==> config.mk <==
export PLATFORM = sky130hd
export DESIGN_NAME = spart_link_flat
export DESIGN_NICKNAME = d
export VERILOG_FILES = /design/src/rtl/spart_link_if.sv /design/src/rtl/spart_link.sv /design/src/flat_wrapper.sv
export SDC_FILE = /design/constraint.sdc
export NUM_CORES = 1
export LEC_CHECK = 0
export BUFFER_PORTS_ARGS = -buffer_cell sky130_fd_sc_hd__buf_2
export CAP_MARGIN = 0
export CORE_MARGIN = 2
export CORE_UTILIZATION = 46
export CTS_CLUSTER_SIZE = 12
export DETAILED_ROUTE_END_ITERATION = 10
export HOLD_SLACK_MARGIN = 0.05
export PLACE_DENSITY = 0.59
export SLEW_MARGIN = 20
export SYNTH_ARGS = -nofsm -noshare
export SYNTH_HDL_FRONTEND = slang
export SYNTH_SLANG_ARGS = --single-unit
==> constraint.sdc <==
create_clock -name clk -period 8.55 [get_ports clk]
set_clock_uncertainty 0.15 [all_clocks]
set_input_delay 0.4275 -clock clk [delete_from_list [all_inputs] [get_ports clk]]
set_output_delay 0.4275 -clock clk [all_outputs]
set_load 0.05 [all_outputs]
==> src/rtl/spart_link_if.sv <==
// spart_link_if: game-side word handshake and board-to-board serial pins of one spart link.
interface spart_link_if #(parameter int DATA_W = 24);
  logic              send_tx;
  logic [DATA_W-1:0] tx_data;
  logic              tx_full;
  logic              tx_drop;
  logic              tx_busy;
  logic              txd;
  logic              rxd;
  logic              rx_valid;
  logic [DATA_W-1:0] rx_data;
  logic              rx_err;
  logic [1:0]        rx_err_code;
  modport master (output send_tx, tx_data, rxd,
                  input tx_full, tx_drop, tx_busy, txd, rx_valid, rx_data, rx_err, rx_err_code);
  modport slave  (input send_tx, tx_data, rxd,
                  output tx_full, tx_drop, tx_busy, txd, rx_valid, rx_data, rx_err, rx_err_code);
endinterface

==> src/rtl/spart_link.sv <==
// spart_link: word-wide UART link, TX word FIFO + byte serialiser, RX deserialiser with error reporting.
module spart_link #(
  parameter int DATA_W       = 24,
  parameter int CLKS_PER_BIT = 16,
  parameter int TX_DEPTH     = 4,
  parameter int PARITY_EN    = 0,
  parameter int TIMEOUT_BITS = 20
) (
  input  logic         clk,
  input  logic         rst,
  spart_link_if.slave  s
);
  localparam int NBYTES = DATA_W / 8;
  localparam int BW = NBYTES > 1 ? $clog2(NBYTES) : 1;
  localparam int AW = $clog2(TX_DEPTH);
  localparam int CW = $clog2(CLKS_PER_BIT);
  localparam int TMO = TIMEOUT_BITS * CLKS_PER_BIT;
  localparam int MW = $clog2(TMO + 1);
  localparam logic PEN = PARITY_EN != 0;
  localparam logic [BW-1:0] LAST = BW'(NBYTES - 1);
  localparam logic [CW-1:0] BIT_END = CW'(CLKS_PER_BIT - 1);
  localparam logic [CW-1:0] HALF = CW'(CLKS_PER_BIT / 2 - 1);
  typedef enum logic [2:0] {T_IDLE, T_START, T_DATA, T_PAR, T_STOP} tx_st_e;
  typedef enum logic [2:0] {R_IDLE, R_START, R_DATA, R_PAR, R_STOP, R_WAIT} rx_st_e;
  logic [DATA_W-1:0] mem_q [TX_DEPTH];
  logic [AW-1:0] wr_q, rd_q;
  logic [AW:0] cnt_q;
  logic tx_full, push, pop, tx_drop_q, tend;
  tx_st_e txs_q, txs_d;
  logic [CW-1:0] tcnt_q, tcnt_d;
  logic [2:0] tbit_q, tbit_d;
  logic [BW-1:0] tbyte_q, tbyte_d;
  logic [DATA_W-1:0] tsh_q, tsh_d;
  logic tpar_q, tpar_d, txd_q, txd_d;
  assign tx_full = cnt_q == (AW+1)'(TX_DEPTH);
  assign push = s.send_tx & ~tx_full;
  assign tend = tcnt_q == BIT_END;
  always_ff @(posedge clk) if (push) mem_q[wr_q] <= s.tx_data;
  always_ff @(posedge clk or posedge rst)
    if (rst) begin
      wr_q <= '0;
      rd_q <= '0;
      cnt_q <= '0;
      tx_drop_q <= 1'b0;
    end else begin
      wr_q <= wr_q + AW'(push);
      rd_q <= rd_q + AW'(pop);
      cnt_q <= cnt_q + (AW+1)'(push) - (AW+1)'(pop);
      tx_drop_q <= s.send_tx & tx_full;
    end
  // The shift register holds the whole word; bytes leave LSB-first as it shifts right.
  always_comb begin
    txs_d = txs_q;
    tcnt_d = tend ? '0 : tcnt_q + 1'b1;
    tbit_d = tbit_q;
    tbyte_d = tbyte_q;
    tsh_d = tsh_q;
    tpar_d = tpar_q;
    pop = 1'b0;
    case (txs_q)
      T_IDLE: begin
        tcnt_d = '0;
        pop = cnt_q != '0;
      end
      T_START: begin
        tpar_d = 1'b0;
        if (tend) txs_d = T_DATA;
      end
      T_DATA: if (tend) begin
        tsh_d = tsh_q >> 1;
        tpar_d = tpar_q ^ tsh_q[0];
        tbit_d = tbit_q + 1'b1;
        if (tbit_q == 3'd7) txs_d = PEN ? T_PAR : T_STOP;
      end
      T_PAR: if (tend) txs_d = T_STOP;
      T_STOP: if (tend) begin
        tbyte_d = tbyte_q == LAST ? '0 : tbyte_q + 1'b1;
        pop = tbyte_q == LAST && cnt_q != '0;
        txs_d = tbyte_q == LAST && cnt_q == '0 ? T_IDLE : T_START;
      end
      default: txs_d = T_IDLE;
    endcase
    if (pop) begin
      tsh_d = mem_q[rd_q];
      tbyte_d = '0;
      txs_d = T_START;
    end
    txd_d = txs_d == T_START ? 1'b0 : txs_d == T_DATA ? tsh_d[0] : txs_d == T_PAR ? tpar_d : 1'b1;
  end
  always_ff @(posedge clk or posedge rst)
    if (rst) begin
      txs_q <= T_IDLE;
      tcnt_q <= '0;
      tbit_q <= '0;
      tbyte_q <= '0;
      tsh_q <= '0;
      tpar_q <= 1'b0;
      txd_q <= 1'b1;
    end else begin
      txs_q <= txs_d;
      tcnt_q <= tcnt_d;
      tbit_q <= tbit_d;
      tbyte_q <= tbyte_d;
      tsh_q <= tsh_d;
      tpar_q <= tpar_d;
      txd_q <= txd_d;
    end
  assign s.tx_full = tx_full;
  assign s.tx_drop = tx_drop_q;
  assign s.tx_busy = cnt_q != '0 || txs_q != T_IDLE;
  assign s.txd = txd_q;
  logic r1_q, r2_q, r3_q;
  rx_st_e rxs_q, rxs_d;
  logic [CW-1:0] rcnt_q, rcnt_d;
  logic [2:0] rbit_q, rbit_d;
  logic [BW-1:0] rbyte_q, rbyte_d;
  logic [7:0] rsh_q, rsh_d;
  logic rpar_q, rpar_d, rvalid_q, rvalid_d, rerr_q, rerr_d;
  logic [1:0] rcode_q, rcode_d;
  logic [DATA_W-1:0] asm_q, asm_d, rdata_q, rdata_d;
  logic [MW-1:0] tmo_q, tmo_d;
  // r3_q is the previous synchronised level, used only for start-edge detection.
  always_comb begin
    rxs_d = rxs_q;
    rcnt_d = rcnt_q + 1'b1;
    rbit_d = rbit_q;
    rbyte_d = rbyte_q;
    rsh_d = rsh_q;
    rpar_d = rpar_q;
    asm_d = asm_q;
    rdata_d = rdata_q;
    rvalid_d = 1'b0;
    rerr_d = 1'b0;
    rcode_d = rcode_q;
    tmo_d = rxs_q == R_IDLE && rbyte_q != '0 ? tmo_q + 1'b1 : '0;
    case (rxs_q)
      R_IDLE: begin
        rcnt_d = '0;
        if (r3_q && !r2_q) begin
          rxs_d = R_START;
          tmo_d = '0;
        end else if (rbyte_q != '0 && tmo_q == MW'(TMO - 1)) begin
          rerr_d = 1'b1;
          rcode_d = 2'b11;
          rbyte_d = '0;
          tmo_d = '0;
        end
      end
      R_START: if (rcnt_q == HALF) begin
        rcnt_d = '0;
        rpar_d = 1'b0;
        rxs_d = r2_q ? R_IDLE : R_DATA;
      end
      R_DATA: if (rcnt_q == BIT_END) begin
        rcnt_d = '0;
        rsh_d = {r2_q, rsh_q[7:1]};
        rpar_d = rpar_q ^ r2_q;
        rbit_d = rbit_q + 1'b1;
        if (rbit_q == 3'd7) rxs_d = PEN ? R_PAR : R_STOP;
      end
      R_PAR: if (rcnt_q == BIT_END) begin
        rcnt_d = '0;
        rpar_d = rpar_q ^ r2_q;
        rxs_d = R_STOP;
      end
      R_STOP: if (rcnt_q == BIT_END) begin
        rxs_d = r2_q ? R_IDLE : R_WAIT;
        rerr_d = !r2_q || (PEN && rpar_q);
        rcode_d = !r2_q ? 2'b01 : rerr_d ? 2'b10 : rcode_q;
        asm_d[{rbyte_q, 3'b000} +: 8] = rsh_q;
        rbyte_d = rerr_d || rbyte_q == LAST ? '0 : rbyte_q + 1'b1;
        rvalid_d = !rerr_d && rbyte_q == LAST;
        if (rvalid_d) rdata_d = asm_d;
      end
      R_WAIT: begin
        rcnt_d = '0;
        if (r2_q) rxs_d = R_IDLE;
      end
      default: rxs_d = R_IDLE;
    endcase
  end
  always_ff @(posedge clk or posedge rst)
    if (rst) begin
      {r1_q, r2_q, r3_q} <= 3'b111;
      rxs_q <= R_IDLE;
      rcnt_q <= '0;
      rbit_q <= '0;
      rbyte_q <= '0;
      rsh_q <= '0;
      rpar_q <= 1'b0;
      asm_q <= '0;
      rdata_q <= '0;
      rvalid_q <= 1'b0;
      rerr_q <= 1'b0;
      rcode_q <= '0;
      tmo_q <= '0;
    end else begin
      {r1_q, r2_q, r3_q} <= {s.rxd, r1_q, r2_q};
      rxs_q <= rxs_d;
      rcnt_q <= rcnt_d;
      rbit_q <= rbit_d;
      rbyte_q <= rbyte_d;
      rsh_q <= rsh_d;
      rpar_q <= rpar_d;
      asm_q <= asm_d;
      rdata_q <= rdata_d;
      rvalid_q <= rvalid_d;
      rerr_q <= rerr_d;
      rcode_q <= rcode_d;
      tmo_q <= tmo_d;
    end
  assign s.rx_valid = rvalid_q;
  assign s.rx_data = rdata_q;
  assign s.rx_err = rerr_q;
  assign s.rx_err_code = rcode_q;
endmodule

==> src/flat_wrapper.sv <==
// flat-port wrapper written by rule: the top's interface ports become plain ports
module spart_link_flat 
#(
  parameter int DATA_W       = 24,
  parameter int CLKS_PER_BIT = 16,
  parameter int TX_DEPTH     = 4,
  parameter int PARITY_EN    = 0,
  parameter int TIMEOUT_BITS = 20
)
  (clk, rst, s_send_tx, s_tx_data, s_rxd, s_tx_full, s_tx_drop, s_tx_busy, s_txd, s_rx_valid, s_rx_data, s_rx_err, s_rx_err_code);
  spart_link_if #(.DATA_W(DATA_W)) s_i ();
  input  logic clk;
  input  logic rst;
  input wire logic [$bits(s_i.send_tx)-1:0] s_send_tx;
  input wire logic [$bits(s_i.tx_data)-1:0] s_tx_data;
  input wire logic [$bits(s_i.rxd)-1:0] s_rxd;
  output wire logic [$bits(s_i.tx_full)-1:0] s_tx_full;
  output wire logic [$bits(s_i.tx_drop)-1:0] s_tx_drop;
  output wire logic [$bits(s_i.tx_busy)-1:0] s_tx_busy;
  output wire logic [$bits(s_i.txd)-1:0] s_txd;
  output wire logic [$bits(s_i.rx_valid)-1:0] s_rx_valid;
  output wire logic [$bits(s_i.rx_data)-1:0] s_rx_data;
  output wire logic [$bits(s_i.rx_err)-1:0] s_rx_err;
  output wire logic [$bits(s_i.rx_err_code)-1:0] s_rx_err_code;
  assign s_i.send_tx = s_send_tx;
  assign s_i.tx_data = s_tx_data;
  assign s_i.rxd = s_rxd;
  assign s_tx_full = s_i.tx_full;
  assign s_tx_drop = s_i.tx_drop;
  assign s_tx_busy = s_i.tx_busy;
  assign s_txd = s_i.txd;
  assign s_rx_valid = s_i.rx_valid;
  assign s_rx_data = s_i.rx_data;
  assign s_rx_err = s_i.rx_err;
  assign s_rx_err_code = s_i.rx_err_code;
  spart_link #(.DATA_W(DATA_W), .CLKS_PER_BIT(CLKS_PER_BIT), .TX_DEPTH(TX_DEPTH), .PARITY_EN(PARITY_EN), .TIMEOUT_BITS(TIMEOUT_BITS)) u_core (.clk(clk), .rst(rst), .s(s_i));
endmodule
==> impl_results.md, run 1 <==
- Wirelength per Cell: 16.5 um
- I/O Buffers: 59
- Drt via density: 5.23
- Fmax: 0.278 GHz
- Most frequent CP cell: ha_1
- Multi-input logic area: 2860 um^2
- Max cap viols: 0
- Worst min-delay path startpoint: u_core.r1_q
- Post-CTS setup buffers: 0
- Final cell count without fillers: 1,057
- CTS Buf Count: 25
- Vias in the first global route: 5,846
- Initial Util: 46.6%
- Max stage delay on crit path: 0.75 ns
- CTS sink cnt: 226
- DPL Wire Length: 10,600 um
- Htree depth: 1
- Root buffer cell: clkbuf_16
- Tot Pwr: 2.65 mW
- R2R setup slack: 4.96 ns
- Yosys warns: 0
- Post-route worst setup slack: 4.96 ns
- GRT Overall Usage: 16.9%
- Core area: 20,100 um^2
- 1st-pass router iterations: 4
- Status: finished, final reports clean
- WP buf/inv: 2
- Reg2Reg Depth: 11
- Family with the most delay on the worst path: simple AND/OR/NAND/NOR gates
- Total power per unit cell area: 241 nW/um^2
- Synth Register Bits: 226
- Hold Path Sink: u_core.r2_q
- Area Growth Syn to Fin: 17.5%
- Min Hold Slack: 0.210 ns
- Top FF cell, synth: dfrtp_1
- Antenna diodes: 0
- Minimum clock period: 3.59 ns
- Mux cell area share after synthesis: 7.66%
- Synthesized area per cell: 13.7 um^2
- Storage cell area: 6140 um^2
- Synth Area in Simple Gates: 8.98%
- Critical Path Start: u_core.tcnt_q[0]
- Final setup fails: 0
- Synth area leader: dfrtp_1
- Startpoint types: register
- Post-synth ARST share: 57.5%
- Reg2reg start: u_core.tcnt_q[0]
- DRC Markers: 0
- Antenna violations before repair: 0
- Pleak: 4.69 nW
- EDFF count, synth: 96
- DP Cell Count: 985
- Synth Area in Compound Gates: 9.60%
- Synth top area share: 33.6%
- Worst Hold Path Cells: 0
- Io pins: 60
- Commonest cells in the netlist: 126 x dfrtp_1, 96 x edfxtp_1, 59 x inv_1, 59 x nand2_1, 33 x o21ai_0
- CTS tree: done
- Congestion Overflow GR: 0
- Reg2reg end: u_core.cnt_q[2]
- Slew of the pin with the lowest slew margin: 1.02 ns
- Chip height: 147 um
- Fin crit share: 42.0%
- XOR/XNOR Fraction of Synth Area: 1.59%
- Crit path cell chain: ha_1 > nand3_1 > o21ai_0 > nand3_1 > inv_1 > ha_1 > inv_1 > ha_1 > fa_1 > xor2_1 > xnor2_1
- Clock transition at the registers of the reported paths: 0.06 ns
- Initial drt markers: 284
- Clock Path Buffers: 3
- Area contributors post-synth: dfrtp_1 34%, edfxtp_1 31%, mux4_2 5.8%
- DRT antenna net count: 0
- Synth cell types: 57
- Max Transition Viols Final: 0
- FP Rows: 52
- Levels on crit path: 11
- Final nets: 814
- Full die area: 21,500 um^2
- RSZ-0062 raised after global routing: false
- CP max-delay cell: nand3_1
- Pre-CTS setup slack: 4.94 ns
- Setup tns final: 0 ns
- Crit end category: register
- Final hold viol count: 0
- Syn Std Cell Area: 9370 um^2
- Die X: 147 um
- Post-synthesis sequential area ratio: 65.5%
- Global-route wire length before repair: 29,600 um
- Top-count cell post-synth: dfrtp_1
- Worst path arrival time: 3.84 ns
- Drt total wl: 17,400 um
- Final RePlAce weighted congestion: 0.760
- Vias: 5,524
- Pin count of the biggest net entering global routing: 74
- Syn_nets: 730
- Type of the worst setup path: register to register
- Largest family of logic cells by synthesized area: compound AO/OA/AOI/OAI gates
- Share of cells above drive strength 1: 21.1%
- Fillers: 1,658
- Crit path max fanout: 25
- Synth Area in Adders: 2.35%
- Worst hold path type: register to register
- Clk_lat worst skew: 0.52 ns
- Critical Path RT: 8.79 ns
- Max IR drop VDD: 0.192 mV
- Synth Instances: 685
- Relative slew slack: 31.8%
==> cell families (layout without fill, tap and decap cells) <==
kind of cell	count (synthesis)	count (layout)
and+or+nand+nor	159	159
AOI/OAI and AO/OA	129	129
adders and majority gates	17	17
xor gates and xnor gates	17	17
muxes	40	40
buffers and inverters	97	199
DFF	226	226
==> state kept, by name, indices dropped and copies added (netlist names), 2 cells and up <==
register / cells
u_core.asm_q: 24
u_core.cnt_q: 3
u_core.mem_q: 96
u_core.rbit_q: 3
u_core.rbyte_q: 2
u_core.rcnt_q: 4
u_core.rd_q: 2
u_core.rsh_q: 8
u_core.rxs_q: 3
u_core.s.rx_data: 24
u_core.s.rx_err_code: 2
u_core.tbit_q: 3
u_core.tbyte_q: 2
u_core.tcnt_q: 4
u_core.tmo_q: 9
u_core.tsh_q: 24
u_core.txs_q: 3
u_core.wr_q: 2
==> layer usage <==
| metal | track usage, % | wire (um) |
|---|---|---|
| met1 | 22.2 | 7770 |
| met2 | 29.5 | 8670 |
| met3 | 2.86 | 688 |
| met4 | 4.08 | 305 |
| met5 | 0 | 0 |
==> per-stage QoR <==
stage / utilization (%) / area (um^2)
after floorplan: - / 9370
after global placement: 49.3 / 9910
after detailed placement: 49.4 / 9920
after CTS: 54.8 / 11000
after global routing: 54.8 / 11000
final: 54.8 / 11000
==> worst max-delay path by stage <==
stage | slack (ns) | endpoint
2_1_floorplan | 4.51 | u_core.asm_q[0]
3_3_place_gp | 5.06 | u_core.cnt_q[2]
3_5_place_dp | 4.94 | u_core.cnt_q[2]
4_1_cts | 4.91 | u_core.cnt_q[2]
5_1_grt | 4.63 | u_core.cnt_q[2]
6_report | 4.96 | u_core.cnt_q[2]
==> layout by cell type, fill, tap and decap left out, types with 3 or more instances in the layout <==
cell type | netlist | final
a21oi_1 | 26 | 26
a22o_1 | 27 | 27
and2_1 | 4 | 4
and3_1 | 3 | 3
buf_2 | 11 | 59
buf_4 | 1 | 9
clkbuf_1 | 23 | 6
clkbuf_16 | 0 | 25
clkbuf_8 | 0 | 8
clkinv_2 | 0 | 3
dfrtp_1 | 126 | 126
dfstp_2 | 4 | 4
dlygate4sd3_1 | 0 | 27
edfxtp_1 | 96 | 96
ha_1 | 16 | 16
inv_1 | 59 | 58
mux2_2 | 14 | 14
mux4_2 | 24 | 24
nand2_1 | 59 | 59
nand2b_1 | 4 | 4
nand3_1 | 11 | 11
nor2_1 | 18 | 16
nor2b_1 | 30 | 30
nor3_1 | 6 | 5
o21ai_0 | 33 | 33
o221ai_1 | 22 | 22
o22ai_1 | 3 | 3
or2_2 | 3 | 3
or3_1 | 5 | 5
xnor2_1 | 7 | 7
xor2_1 | 10 | 10
==> power breakdown <==
| group | switching, mW | internal [mW] | total [mW] | leakage, nW |
|---|---|---|---|---|
| logic | 0.158 | 0.111 | 0.269 | 1.69 |
| clock network | 0.413 | 0.637 | 1.05 | 0.408 |
| registers | 0.0589 | 1.27 | 1.33 | 2.59 |
| total | 0.630 | 2.02 | 2.65 | 4.69 |
==> worst register-to-register path, delay by kind of cell (launching register included) <==
| kind | cells | cell delay (ns) |
|---|---|---|
| simple gates | 2 | 1.04 |
| buf+inv | 2 | 0.32 |
| flops | 1 | 0.37 |
| compound gates | 1 | 0.32 |
| xor+xnor | 2 | 0.28 |
| fa+ha+maj | 4 | 0.99 |
==> repair_timing <==
action                    CTS  global route
gates resized for setup     0             0
hold endpoints to repair  152             0
hold buffers               27             0
==> cell type report <==
cell class                      count  area share, %
Timing Repair Buffer               95           5.75
Clock inverter                      6          0.545
Sequential cell                   226           55.8
Tap cell                          270           3.07
Multi-Input combinational cell    362           25.9
Inverter                           59           2.03
Clock buffer                       39           6.89
Power figures use the tool's default switching activity.
==> inputs of run 2 (changes only) <==
ABC_AREA = 1   (was not set)
clock period = 3.58 ns   (was 8.55 ns; I/O delays follow)
==> impl_results.md, run 2 <==
- DRT antenna net count: 0 (unchanged)
- GRT Overall Usage: 17.6% (+0.76 points)
- Minimum clock period: 2.38 ns (-1.21 ns)
- Antenna violations before repair: 0 (unchanged)
- Die X: 149 um (+1.3%)
- Biggest register: u_core.mem_q
- Synthesized area per cell: 9.96 um^2 (-27%)
- Worst path arrival time: 2.63 ns (-1.21 ns)
- Status: finished, final reports clean
- DRC Markers: 0 (unchanged)
- DPL Wire Length: 11,300 um (+7.2%)
- Total power per unit cell area: 567 nW/um^2 (+140%)
- Multi-input logic area: 2960 um^2 (+3.7%)
- Min Hold Slack: 0.184 ns (-0.0263 ns)
- Area Growth Syn to Fin: 17.4% (about the same)
- Pin count of the biggest net entering global routing: 50 (-32%)
- Post-synthesis sequential area ratio: 63.8% (-1.7 points)
- Congestion Overflow GR: 0 (unchanged)
- Full die area: 22,100 um^2 (+2.6%)
- Largest register FFs: 96 (unchanged)
- Global-route wire length before repair: 31,700 um (+7.3%)
- Max IR drop VDD: 0.439 mV (+130%)
- Root buffer cell: clkbuf_16
- Vias: 6,652 (+20%)
- Synth Area in Simple Gates: 18.6% (+9.6 points)
- CTS Buf Count: 25 (unchanged)
- Synth Area in Adders: 2.29% (-0.061 points)
- Pleak: 4.84 nW (+3.4%)
- Setup tns final: 0 ns (unchanged)
- Synth Area in Compound Gates: 8.42% (-1.2 points)
- Slew of the pin with the lowest slew margin: 0.943 ns (-0.0767 ns)
- Fillers: 1,823 (+10%)
- Worst min-delay path startpoint: s_rxd
- Synth area leader: dfrtp_1
- Synth Register Bits: 226 (unchanged)
- Max Transition Viols Final: 0 (unchanged)
- Cell Area, Placed: 10,200 um^2 (+3.2%)
- Core area: 20,400 um^2 (+1.3%)
- Initial Util: 47.3% (+0.64 points)
- Type of the worst setup path: register to register
- Synth top area share: 32.8% (-0.88 points)
- Crit path max fanout: 8 (-68%)
- Clk_lat worst skew: 0.52 ns (about the same)
- Yosys warns: 0 (unchanged)
- Clock transition at the registers of the reported paths: 0.06 ns (about the same)
- Max cap viols: 0 (unchanged)
- Most frequent cells in the layout: 203 x nand2_1, 126 x dfrtp_1, 96 x edfxtp_1, 88 x inv_1
- Critical Path Start: u_core.tcnt_q[0]
- FP Rows: 52 (unchanged)
- Post-synth ARST share: 57.5% (unchanged)
- Syn Std Cell Area: 9630 um^2 (+2.7%)
- CTS resizes: 0 (unchanged)
- Antenna diodes: 0 (unchanged)
- Largest family of logic cells by synthesized area: simple AND/OR/NAND/NOR gates
- Top-count cell post-synth: nand2_1
- Synth Instances: 966 (+41%)
- CTS tree: done
- CTS sink cnt: 226 (unchanged)
- Commonest non-fill, non-tap cell in the layout: nand2_1
- DP Cell Count: 1,271 (+29%)
- 1st-pass router iterations: 5 (+1)
- Share of cells above drive strength 1: 13.0% (-8.1 points)
- Clock Path Buffers: 3 (unchanged)
- Chip height: 149 um (+1.3%)
- Top FF cell, synth: dfrtp_1
- Wirelength per Cell: 13.9 um (-15%)
- Crit end category: register
- Final nets: 1,100 (+35%)
- Reg2reg start: u_core.tcnt_q[0]
- Drt via density: 4.96 (-5.2%)
- Final RePlAce weighted congestion: 0.789 (+3.8%)
- Commonest cells in the netlist: 203 x nand2_1, 126 x dfrtp_1, 96 x edfxtp_1, 89 x inv_1
- Fmax: 0.420 GHz (+51%)
- Final cell count without fillers: 1,342 (+27%)
- EDFF count, synth: 96 (unchanged)
- Worst hold path type: input port to register
- Area contributors post-synth: dfrtp_1 33%, edfxtp_1 30%, nand2_1 7.9%
- Synth cell types: 35 (-39%)
- Fin crit share: 66.4% (+24 points)
- Critical Path RT: 3.83 ns (-4.96 ns)
- Syn_nets: 1,011 (+38%)
- I/O Buffers: 59 (unchanged)
- Startpoint types: register
- Mux cell area share after synthesis: 0.351% (-7.3 points)
- Final Cell Area: 11,300 um^2 (+2.6%)
- Vias in the first global route: 6,431 (+10%)
- RSZ-0062 raised after global routing: false
- Htree depth: 1 (unchanged)
- Initial drt markers: 284 (unchanged)
- Final setup fails: 0 (unchanged)
- Relative slew slack: 37.0% (+5.2 points)
- Storage cell area: 6140 um^2 (unchanged)
- XOR/XNOR Fraction of Synth Area: 0.910% (-0.68 points)
- Final hold viol count: 0 (unchanged)
- Io pins: 60 (unchanged)
- Drt total wl: 18,700 um (+7.4%)
[run 2: stage by stage]
stage	power, mW	util (%)	setup WS, ns
2_1_floorplan	3.77	-	0.307
3_3_place_gp	4.02	50.3	1.24
3_5_place_dp	4.04	50.3	1.21
4_1_cts	6.50	55.5	1.20
5_1_grt	6.73	55.5	0.929
6_report	6.41	55.5	1.20
[run 2: cells by family (layout without fill, tap and decap cells)]
logic type / Yosys count / count (layout)
AOI/OAI and AO/OA: 158 / 158
and+or+nand+nor: 413 / 413
muxes: 3 / 3
buffers and inverters: 139 / 245
xor gates and xnor gates: 10 / 10
DFF: 226 / 226
adders and majority gates: 17 / 17
[run 2: cell type report]
cell class | instances | share of cell area (%)
clock buffer | 36 | 6.17
clock inverter | 8 | 0.764
inverter | 99 | 3.32
multi-input combinational | 601 | 26.2
sequential | 226 | 54.4
tap | 270 | 2.99
timing repair buffer | 102 | 6.18
[run 2: metal layers]
layer	global-route usage, %	vias to the layer above	share of wire [%]
met5	0	-	0
met1	23.5	3103	47
met2	30.6	118	47
li1	-	3404	-
met3	3.01	27	4.2
met4	3.67	0	1.6
[run 2: what timing repair did]
action / in CTS / in global routing
hold endpoints to repair: 139 / 0
hold buffers: 27 / 0
setup buffers: 0 / 0
[run 2: worst paths after layout]
path,end,slack [ns],cells past startpoint
max reg2reg,u_core.cnt_q[2],1.20,10
min,u_core.r1_q,0.18,2
min in group asynchronous,u_core.tmo_q[2],0.25,3
min reg2reg,u_core.r2_q,0.21,0
max,u_core.cnt_q[2],1.20,10
max in group asynchronous,u_core.s.txd,2.13,4
[run 2: critical path, stage by stage (launching register included)]
cell,delay [ns]
dfrtp_1,0.39
ha_1,0.23
nand3_1,0.23
o21ai_1,0.14
nand2_2,0.10
inv_2,0.04
ha_1,0.25
inv_1,0.04
ha_1,0.20
fa_1,0.37
xnor2_1,0.13
[run 2: power breakdown]
group	total [mW]	switching, mW	internal, mW
clock network	2.41	0.983	1.43
registers	3.16	0.118	3.04
logic	0.835	0.590	0.245
==> inputs of run 3 (changes only) <==
clock period = 2.5 ns   (was 3.58 ns; I/O delays follow)
==> impl_results.md, run 3 (synthesis results as in run 2) <==
- Initial Util: 47.3% (unchanged)
- Type of the worst setup path: register to register
- I/O Buffers: 59 (unchanged)
- Total power per unit cell area: 807 nW/um^2 (+42%)
- Clk_lat worst skew: 0.51 ns (about the same)
- Core area: 20,400 um^2 (unchanged)
- Antenna violations before repair: 0 (unchanged)
- Final nets: 1,105 (+0.45%)
- Vias in the first global route: 6,445 (+0.22%)
- Most frequent cells in the layout: 203 x nand2_1, 126 x dfrtp_1, 96 x edfxtp_1, 88 x inv_1, 82 x nor2_1
- Largest register FFs: 96 (unchanged)
- Pin count of the biggest net entering global routing: 69 (+38%)
- Multi-input logic area: 2970 um^2 (+0.17%)
- Initial drt markers: 456 (+61%)
- Drt via density: 4.91 (-0.86%)
- Tot Pwr: 9.22 mW (+44%)
- Fillers: 1,774 (-2.7%)
- Clock Path Buffers: 3 (unchanged)
- CTS Buf Count: 25 (unchanged)
- Antenna diodes: 0 (unchanged)
- Crit path max fanout: 3 (-5)
- Global-route wire length before repair: 31,300 um (-1.4%)
- CTS tree: done
- Root buffer cell: clkbuf_16
- Fmax: 0.455 GHz (+8.2%)
- Final hold viol count: 0 (unchanged)
- Clock transition at the registers of the reported paths: 0.06 ns (about the same)
- Congestion Overflow GR: 0 (unchanged)
- Max IR drop VDD: 0.639 mV (+45%)
- Io pins: 60 (unchanged)
- Htree depth: 1 (unchanged)
- Worst path arrival time: 2.45 ns (-0.18 ns)
- Final cell count without fillers: 1,349 (+0.52%)
- Worst hold path type: input port to asynchronous set/reset pin
- Critical Path RT: 2.75 ns (-1.08 ns)
- DP Cell Count: 1,276 (+0.39%)
- Cts hold-fix bufs: 27 (unchanged)
- Final Util: 56.1% (+0.60 points)
- Max Transition Viols Final: 0 (unchanged)
- Startpoint types: register
- DRT antenna net count: 0 (unchanged)
- Fin crit share: 87.9% (+21 points)
- Commonest non-fill, non-tap cell in the layout: nand2_1
- Status: finished, final reports clean
- Wirelength per Cell: 13.7 um (-2.0%)
- CTS sink cnt: 226 (unchanged)
- Full die area: 22,100 um^2 (unchanged)
- GRT Overall Usage: 17.4% (-0.20 points)
- Die X: 149 um (unchanged)
- Crit end category: register
- CTS resizes: 0 (unchanged)
- Max cap viols: 0 (unchanged)
- Biggest register: u_core.mem_q
- FP Rows: 52 (unchanged)
- 1st-pass router iterations: 5 (unchanged)
- DPL Wire Length: 11,400 um (+0.80%)
- Share of cells above drive strength 1: 13.4% (+0.47 points)
- Chip height: 149 um (unchanged)
- Cell Area, Placed: 10,400 um^2 (+1.3%)
- Storage cell area: 6140 um^2 (unchanged)
- Post-CTS setup buffers: 0 (unchanged)
- Relative slew slack: 65.7% (+29 points)
- Reg2Reg Depth: 10 (unchanged)
- DRC Markers: 0 (unchanged)
- Slew of the pin with the lowest slew margin: 0.513 ns (-0.430 ns)
- Drt total wl: 18,400 um (-1.5%)
- Final setup fails: 0 (unchanged)
- RSZ-0062 raised after global routing: false
- Pleak: 4.89 nW (+0.92%)
- Vias: 6,629 (-0.35%)
- Final Cell Area: 11,400 um^2 (+1.1%)
- Minimum clock period: 2.20 ns (-0.180 ns)
- Final RePlAce weighted congestion: 0.748 (-5.2%)
- Area Growth Syn to Fin: 18.6%
[run 3: worst max-delay path, stage by stage (launching register included)]
cell     delay (ns)
dfrtp_1        0.39
ha_1           0.24
nand3_2        0.09
o21ai_1        0.09
nand2_2        0.10
inv_2          0.04
ha_1           0.25
inv_1          0.04
ha_1           0.19
fa_1           0.38
xnor2_1        0.14
[run 3: where the power goes]
| part | switching [mW] | leakage (nW) | internal (mW) | total (mW) |
|---|---|---|---|---|
| combinational | 0.866 | 1.91 | 0.417 | 1.28 |
| sequential | 0.157 | 2.60 | 4.35 | 4.51 |
| clock | 1.39 | 0.380 | 2.04 | 3.43 |
[run 3: worst paths after layout]
check / startpoint / endpoint / slack [ns]
worst max-delay path: u_core.tcnt_q[0] / u_core.cnt_q[2] / 0.30
worst min-delay path: rst / u_core.tmo_q[2] / 0.05
worst max register to register: u_core.tcnt_q[0] / u_core.cnt_q[2] / 0.30
worst min register to register: u_core.r1_q / u_core.r2_q / 0.21
max in group asynchronous: rst / u_core.asm_q[2] / 1.44
min in group clk: s_rxd / u_core.r1_q / 0.12
[run 3: cell type report]
type / instances / area share (%)
repair buffers: 107 / 7.21
well taps: 270 / 2.96
inverters: 99 / 3.29
clock buffers: 37 / 6.14
flip-flops and latches: 226 / 53.8
multi-input cells: 601 / 26.0
clock inverters: 9 / 0.657
[run 3: layer usage]
metal / vias to the layer above / GRT usage [%] / wire length, um
li1: 3423 / - / -
met1: 3088 / 23.1 / 8420
met2: 89 / 30.6 / 9100
met3: 29 / 2.33 / 493
met4: 0 / 4.24 / 418
met5: - / 0 / 0
[run 3: metrics by stage]
step / hold slack [ns] / TNS [ns] / worst slack, ns
5_1_grt: 0.119 / 0 / 0.0801
6_report: 0.0538 / 0 / 0.302
2_1_floorplan: -0.0205 / -74.22 / -0.773
4_1_cts: 0.0587 / 0 / 0.290
3_3_place_gp: 0.0382 / 0 / 0.324
3_5_place_dp: 0.0478 / 0 / 0.299
